**src/rtl/sample_frame_buffer.sv**
```systemverilog
// rtl/sample_frame_buffer.sv - ping-pong 64-sample frame buffer with block-average decimator feeding the FFT
module sample_frame_buffer #(
    parameter int FRAME_LEN      = 64,
    parameter int MAX_DECIM_LOG2 = 3
) (
    input  logic        clk,
    input  logic        rst,
    input  logic        enable,
    input  logic [1:0]  decim_log2,
    input  logic        in_valid,
    input  logic [15:0] in_data,
    output logic        fft_start,
    input  logic        fft_done,
    input  logic [5:0]  sample_addr,
    output logic [15:0] sample_in,
    output logic [6:0]  wr_level,
    output logic [15:0] frame_count,
    output logic        overrun,
    input  logic        overrun_clr
);
    localparam int AW   = $clog2(FRAME_LEN);
    localparam int ACCW = 16 + MAX_DECIM_LOG2;
    localparam logic [MAX_DECIM_LOG2:0] ONE = 1;

    typedef enum logic {S_FILL, S_FULL} state_t;

    state_t state, state_next;

    logic [15:0] mem [0:2*FRAME_LEN-1];

    logic                       wr_bank;
    logic                       rd_owned;
    logic [1:0]                 d_lat;
    logic signed [ACCW-1:0]     acc;
    logic [MAX_DECIM_LOG2-1:0]  dec_cnt;

    logic [1:0]                 d_eff;
    logic [MAX_DECIM_LOG2:0]    dec_max;
    logic signed [ACCW-1:0]     sum;
    logic [15:0]                wr_word;
    logic                       accept;
    logic                       group_done;
    logic                       frame_done;
    logic                       drop;
    logic                       swap;

    // The averaging factor may only change at a frame boundary with an empty accumulator.
    always_comb begin
        d_eff      = (wr_level == '0 && dec_cnt == '0) ? decim_log2 : d_lat;
        dec_max    = (ONE << d_eff) - ONE;
        sum        = acc + $signed({{MAX_DECIM_LOG2{in_data[15]}}, in_data});
        wr_word    = 16'(sum >>> d_eff);
        accept     = enable && in_valid && (state == S_FILL);
        group_done = accept && ({1'b0, dec_cnt} == dec_max);
        frame_done = group_done && (wr_level == 7'(FRAME_LEN - 1));
        drop       = enable && in_valid && (state == S_FULL);
        swap       = 1'b0;
        state_next = state;
        if (!enable) begin
            state_next = S_FILL;
        end else begin
            case (state)
                S_FILL: begin
                    if (frame_done) begin
                        if (!rd_owned || fft_done) swap = 1'b1;
                        else                       state_next = S_FULL;
                    end
                end
                S_FULL: begin
                    if (fft_done) begin
                        swap       = 1'b1;
                        state_next = S_FILL;
                    end
                end
                default: state_next = S_FILL;
            endcase
        end
    end

    always_ff @(posedge clk) begin
        if (rst) state <= S_FILL;
        else     state <= state_next;
    end

    always_ff @(posedge clk) begin
        if (rst) begin
            wr_bank     <= 1'b0;
            rd_owned    <= 1'b0;
            d_lat       <= '0;
            acc         <= '0;
            dec_cnt     <= '0;
            wr_level    <= '0;
            fft_start   <= 1'b0;
            frame_count <= '0;
            overrun     <= 1'b0;
        end else begin
            fft_start <= swap;
            d_lat     <= d_eff;

            if (swap) begin
                wr_bank     <= ~wr_bank;
                rd_owned    <= 1'b1;
                frame_count <= frame_count + 16'd1;
            end else if (fft_done) begin
                rd_owned <= 1'b0;
            end

            // Completing a frame without a swap leaves wr_level at 64, which marks FULL.
            if (!enable || swap)  wr_level <= '0;
            else if (group_done)  wr_level <= wr_level + 7'd1;

            if (!enable || state == S_FULL || group_done) begin
                acc     <= '0;
                dec_cnt <= '0;
            end else if (accept) begin
                acc     <= sum;
                dec_cnt <= dec_cnt + 1'b1;
            end

            if (drop)             overrun <= 1'b1;
            else if (overrun_clr) overrun <= 1'b0;
        end
    end

    always_ff @(posedge clk) begin
        if (!rst && group_done) mem[{wr_bank, wr_level[AW-1:0]}] <= wr_word;
    end

    assign sample_in = mem[{~wr_bank, sample_addr}];

endmodule

```
**config.mk**
```make
export PLATFORM = sky130hd
export DESIGN_NAME = sample_frame_buffer
export DESIGN_NICKNAME = d
export VERILOG_FILES = /design/src/rtl/sample_frame_buffer.sv
export SDC_FILE = /design/constraint.sdc
export NUM_CORES = 2
export LEC_CHECK = 0
export CELL_PAD_IN_SITES_DETAIL_PLACEMENT = 0
export CELL_PAD_IN_SITES_GLOBAL_PLACEMENT = 1
export CORE_MARGIN = 5
export CORE_UTILIZATION = 61
export DETAILED_ROUTE_END_ITERATION = 8
export PLACE_DENSITY = 0.87
export SLEW_MARGIN = 20
export SYNTH_ARGS = -nofsm -noshare
export SYNTH_HDL_FRONTEND = slang
export SYNTH_SLANG_ARGS = --single-unit
```
**constraint.sdc**
```tcl
create_clock -name clk -period 25.2 [get_ports clk]
set_input_delay 5.04 -clock clk [delete_from_list [all_inputs] [get_ports clk]]
set_output_delay 5.04 -clock clk [all_outputs]
set_load 0.005 [all_outputs]
```
==> flow_results.org <==
** Run status
- Run status :: finished, final reports clean

** Synth
- Biggest area contributors in the synthesized netlist :: edfxtp_1 (75%), mux4_2 (19%), dfxtp_1 (1.3%)
- Net count after synthesis :: 3555
- Leading cell types by count after synthesis :: edfxtp_1 (2048), mux4_2 (672), nor2_1 (192)
- Summing every instance area after synthesis gives 0.0817 mm².
- For this run, the leading register cell type out of synthesis is edfxtp_1.
- During synthesis, Yosys emitted a total of 0 warnings.
- In this run, synthesis inferred 2048 flip-flops with an integrated enable.
- For this run, the register share of the synthesized area comes to 0.765.
- edfxtp_1 is the most common cell in the netlist.
- In this run, synthesis produced a sequential element count of 2100.
- The netlist uses 62 different library cells.
- Fraction of registers with async set/reset :: 0
- Of the post-synthesis cell area, the dominant cell type holds 0.752.
- Largest area contributor in the netlist :: edfxtp_1
- In this run the mean area of a mapped cell was 23.3 µm².
- Synth Instances :: 3501

** Clock tree
- Worst-Skew Late Latency :: 0.84 ns
- Clock net sink count :: 2100
- Hold-fix buffers at CTS :: 0
- Counting the buffers created by CTS gives 197.
- Clock root buffer master :: clkbuf_16
- TritonCTS built the clock tree.
- Clock slew at the register clock pins of the worst setup and hold paths :: 0.07 ns
- Once the clock tree was built, the setup fixing pass inserted 0 buffers.
- Resize count post-CTS :: 0
- The clock passes through at most 3 buffers.
- Clock H-tree levels :: 4

** Pwr
- Share of power burned in the clock network :: 0.388
- Share of power burned in registers :: 0.540
- Static Leakage :: 28.4 nW
- Of the total power, combinational logic draws 0.072.
- VDD IR max :: 0.0000702 V
- The analysis attributes to net switching a power of 1.68 mW.
- Power spread over the standard cell area amounts to 80.4 mW/mm².
- Internal power comes to 5.69 mW.
- Of the total power, the share spent switching nets is 0.228.

** Global route
- First-pass GRT wire length :: 311 mm
- The initial antenna violation count is 23.
- Entering global routing, the biggest net connects 139 pins.
- The via count of the first global-routing pass was 41900.
- Across every metal layer, demand over resource in global routing totals 0.313.
- Total congestion overflow after global routing :: 0

** Finish
- Fraction of layout instances using a drive strength above 1 :: 0.303
- From synthesis to final layout, the design area changed by 12.1%.
- Summed area of non-filler cells in the final layout :: 0.0916 mm²
- Final Net Count :: 3828

** STA
- Final worst path period need :: 15.61 ns
- Setup violations remaining at the end of the flow were counted as 0.
- Max Clock Skew :: 0.0558 ns
- Maximum achievable frequency :: 64.1 MHz
- Fin Setup TNS :: 0 ns
- Worst slew slack as a fraction of its limit :: 0.159
- Fraction of the cycle the final worst path needs :: 0.619
- Unrepaired setup endpoints after global routing :: false
- At the pin with the least slew margin, the transition time is 1.26 ns.
- The number of slew-limit violations in the final report is 0.
- The count of endpoints failing hold in the final timing report is 0.

** Floorplanning
- In this run the horizontal extent of the chip is 376 µm.
- Number of rows in the core area :: 134
- Number of placed I/O pins :: 71
- Initial Util :: 0.613
- Core Footprint :: 0.133 mm²
- Die Span Y :: 376 µm
- The floorplan step defined a die boundary enclosing 0.141 mm².

** Routing
- The detail route stage leaves a number of antenna-violating nets equal to 0.
- Vias per cell :: 7.17
- Dividing the detail-routed wire length by the instance count gives 38.1 µm.
- Drc violations :: 0
- First drt pass iteration count :: 8
- Total Wirelength :: 217 mm
- Total number of vias :: 40900
- For this block, the initial DRC count from the detailed router was 6791.

** Setup path
- The setup path with the least slack is of type primary input to output port.
- Required arrival time at the worst endpoint :: 20.16 ns
- Data arrival, critical path :: 10.57 ns
- Max incr delay on CP :: 0.75 ns
- Along the worst path, the maximum fanout reaches 61.
- The critical path goes through buf_8 -> buf_4 -> buf_4 -> buf_4 -> mux4_2 -> mux4_2 -> mux4_2 -> mux2_2 -> clkdlybuf4s50_1.
- Setup crit end kind :: output port
- Crit path max-delay cell type :: buf_4
- Nature of the critical path startpoint :: primary input

** Placement
- Detailed-placement wirelength estimate :: 109 mm
- Summing all placed instances gives a cell area of 0.0856 mm².
- I/O Buffers :: 70
- Routability-driven placement finished with a final weighted congestion of 0.800.

** Job
- Number of maximum-capacitance constraint violations :: 0

** Hold path
- Tightest Hold Check Type :: flop to flop
[power by group through the flow]
stage               clock, mW  combinational [mW]  sequential (mW)
finish                   2.86               0.529             3.98
global route             3.05               0.548             3.98
CTS                      2.88               0.518             3.98
detailed placement          0               0.503             4.05
global placement            0               0.481             4.05
floorplan                   0               0.287             4.10
[registers in the layout (all words and copies together), names as in the netlist, 2 cells and up]
register,flops
mem,2048
acc,19
frame_count,16
wr_level,7
dec_cnt,3
d_lat,2
[area by class of cell]
class	count	area, µm²
clock inverters	103	840
inverters	6	22.5
well taps	1768	2210
fillers	7323	41600
flip-flops and latches	2100	62500
repair buffers	258	2180
multi-input cells	1211	18600
diodes	5	12.5
clock buffers	260	5190
[cell usage in the layout (no fill, tap or decap), types with 46 or more instances in the layout]
| cell type | n |
|---|---|
| edfxtp_1 | 2048 |
| mux4_2 | 672 |
| clkbuf_16 | 198 |
| buf_4 | 182 |
| nor2_1 | 178 |
| nand2_1 | 64 |
| clkdlybuf4s50_1 | 64 |
| clkbuf_1 | 62 |
| dfxtp_1 | 52 |
| clkinv_1 | 46 |
[worst paths after layout]
kind,startpoint,to,cells past startpoint,slack [ns]
worst max register to register,wr_level[3],mem[114][0],10,20.53
worst min register to register,acc[3],acc[3],2,0.47
worst min-delay path,acc[3],acc[3],2,0.47
worst max-delay path,sample_addr[0],sample_in[7],9,9.59
[routing by layer]
metal	GRT usage	part of all wire
met5	0	0.00052
met4	0.128	0.048
met1	0.419	0.33
met2	0.503	0.49
met3	0.0794	0.13
[cells by family after synthesis]
logic type               synth area share
buffers and inverters              0.0100
AO/OA/AOI/OAI                     0.00787
flip-flops                          0.765
multiplexers                        0.191
adder cells (fa/ha/maj)           0.00377
AND/OR/NAND/NOR                    0.0189
XOR/XNOR                          0.00354
[per-stage QoR]
stage                     utilization  setup WS [ns]  total power, mW  std cells  hold WS [ns]
final                           0.688           9.59             7.37       5711         0.468
after global routing            0.687           9.13             7.57       5706         0.487
after global placement          0.642           9.54             4.53       5342         0.451
after detailed placement        0.642           9.50             4.56       5343         0.459
after floorplan                     -          11.90             4.38       3501         0.440
after CTS                       0.687           9.44             7.37       5706         0.472
[worst max-delay path, delay by kind of cell]
family / cells / cell delay, ns
mux: 4 / 2.12
buf+inv: 5 / 3.23
Note: power is estimated with default switching activity, not from simulation.
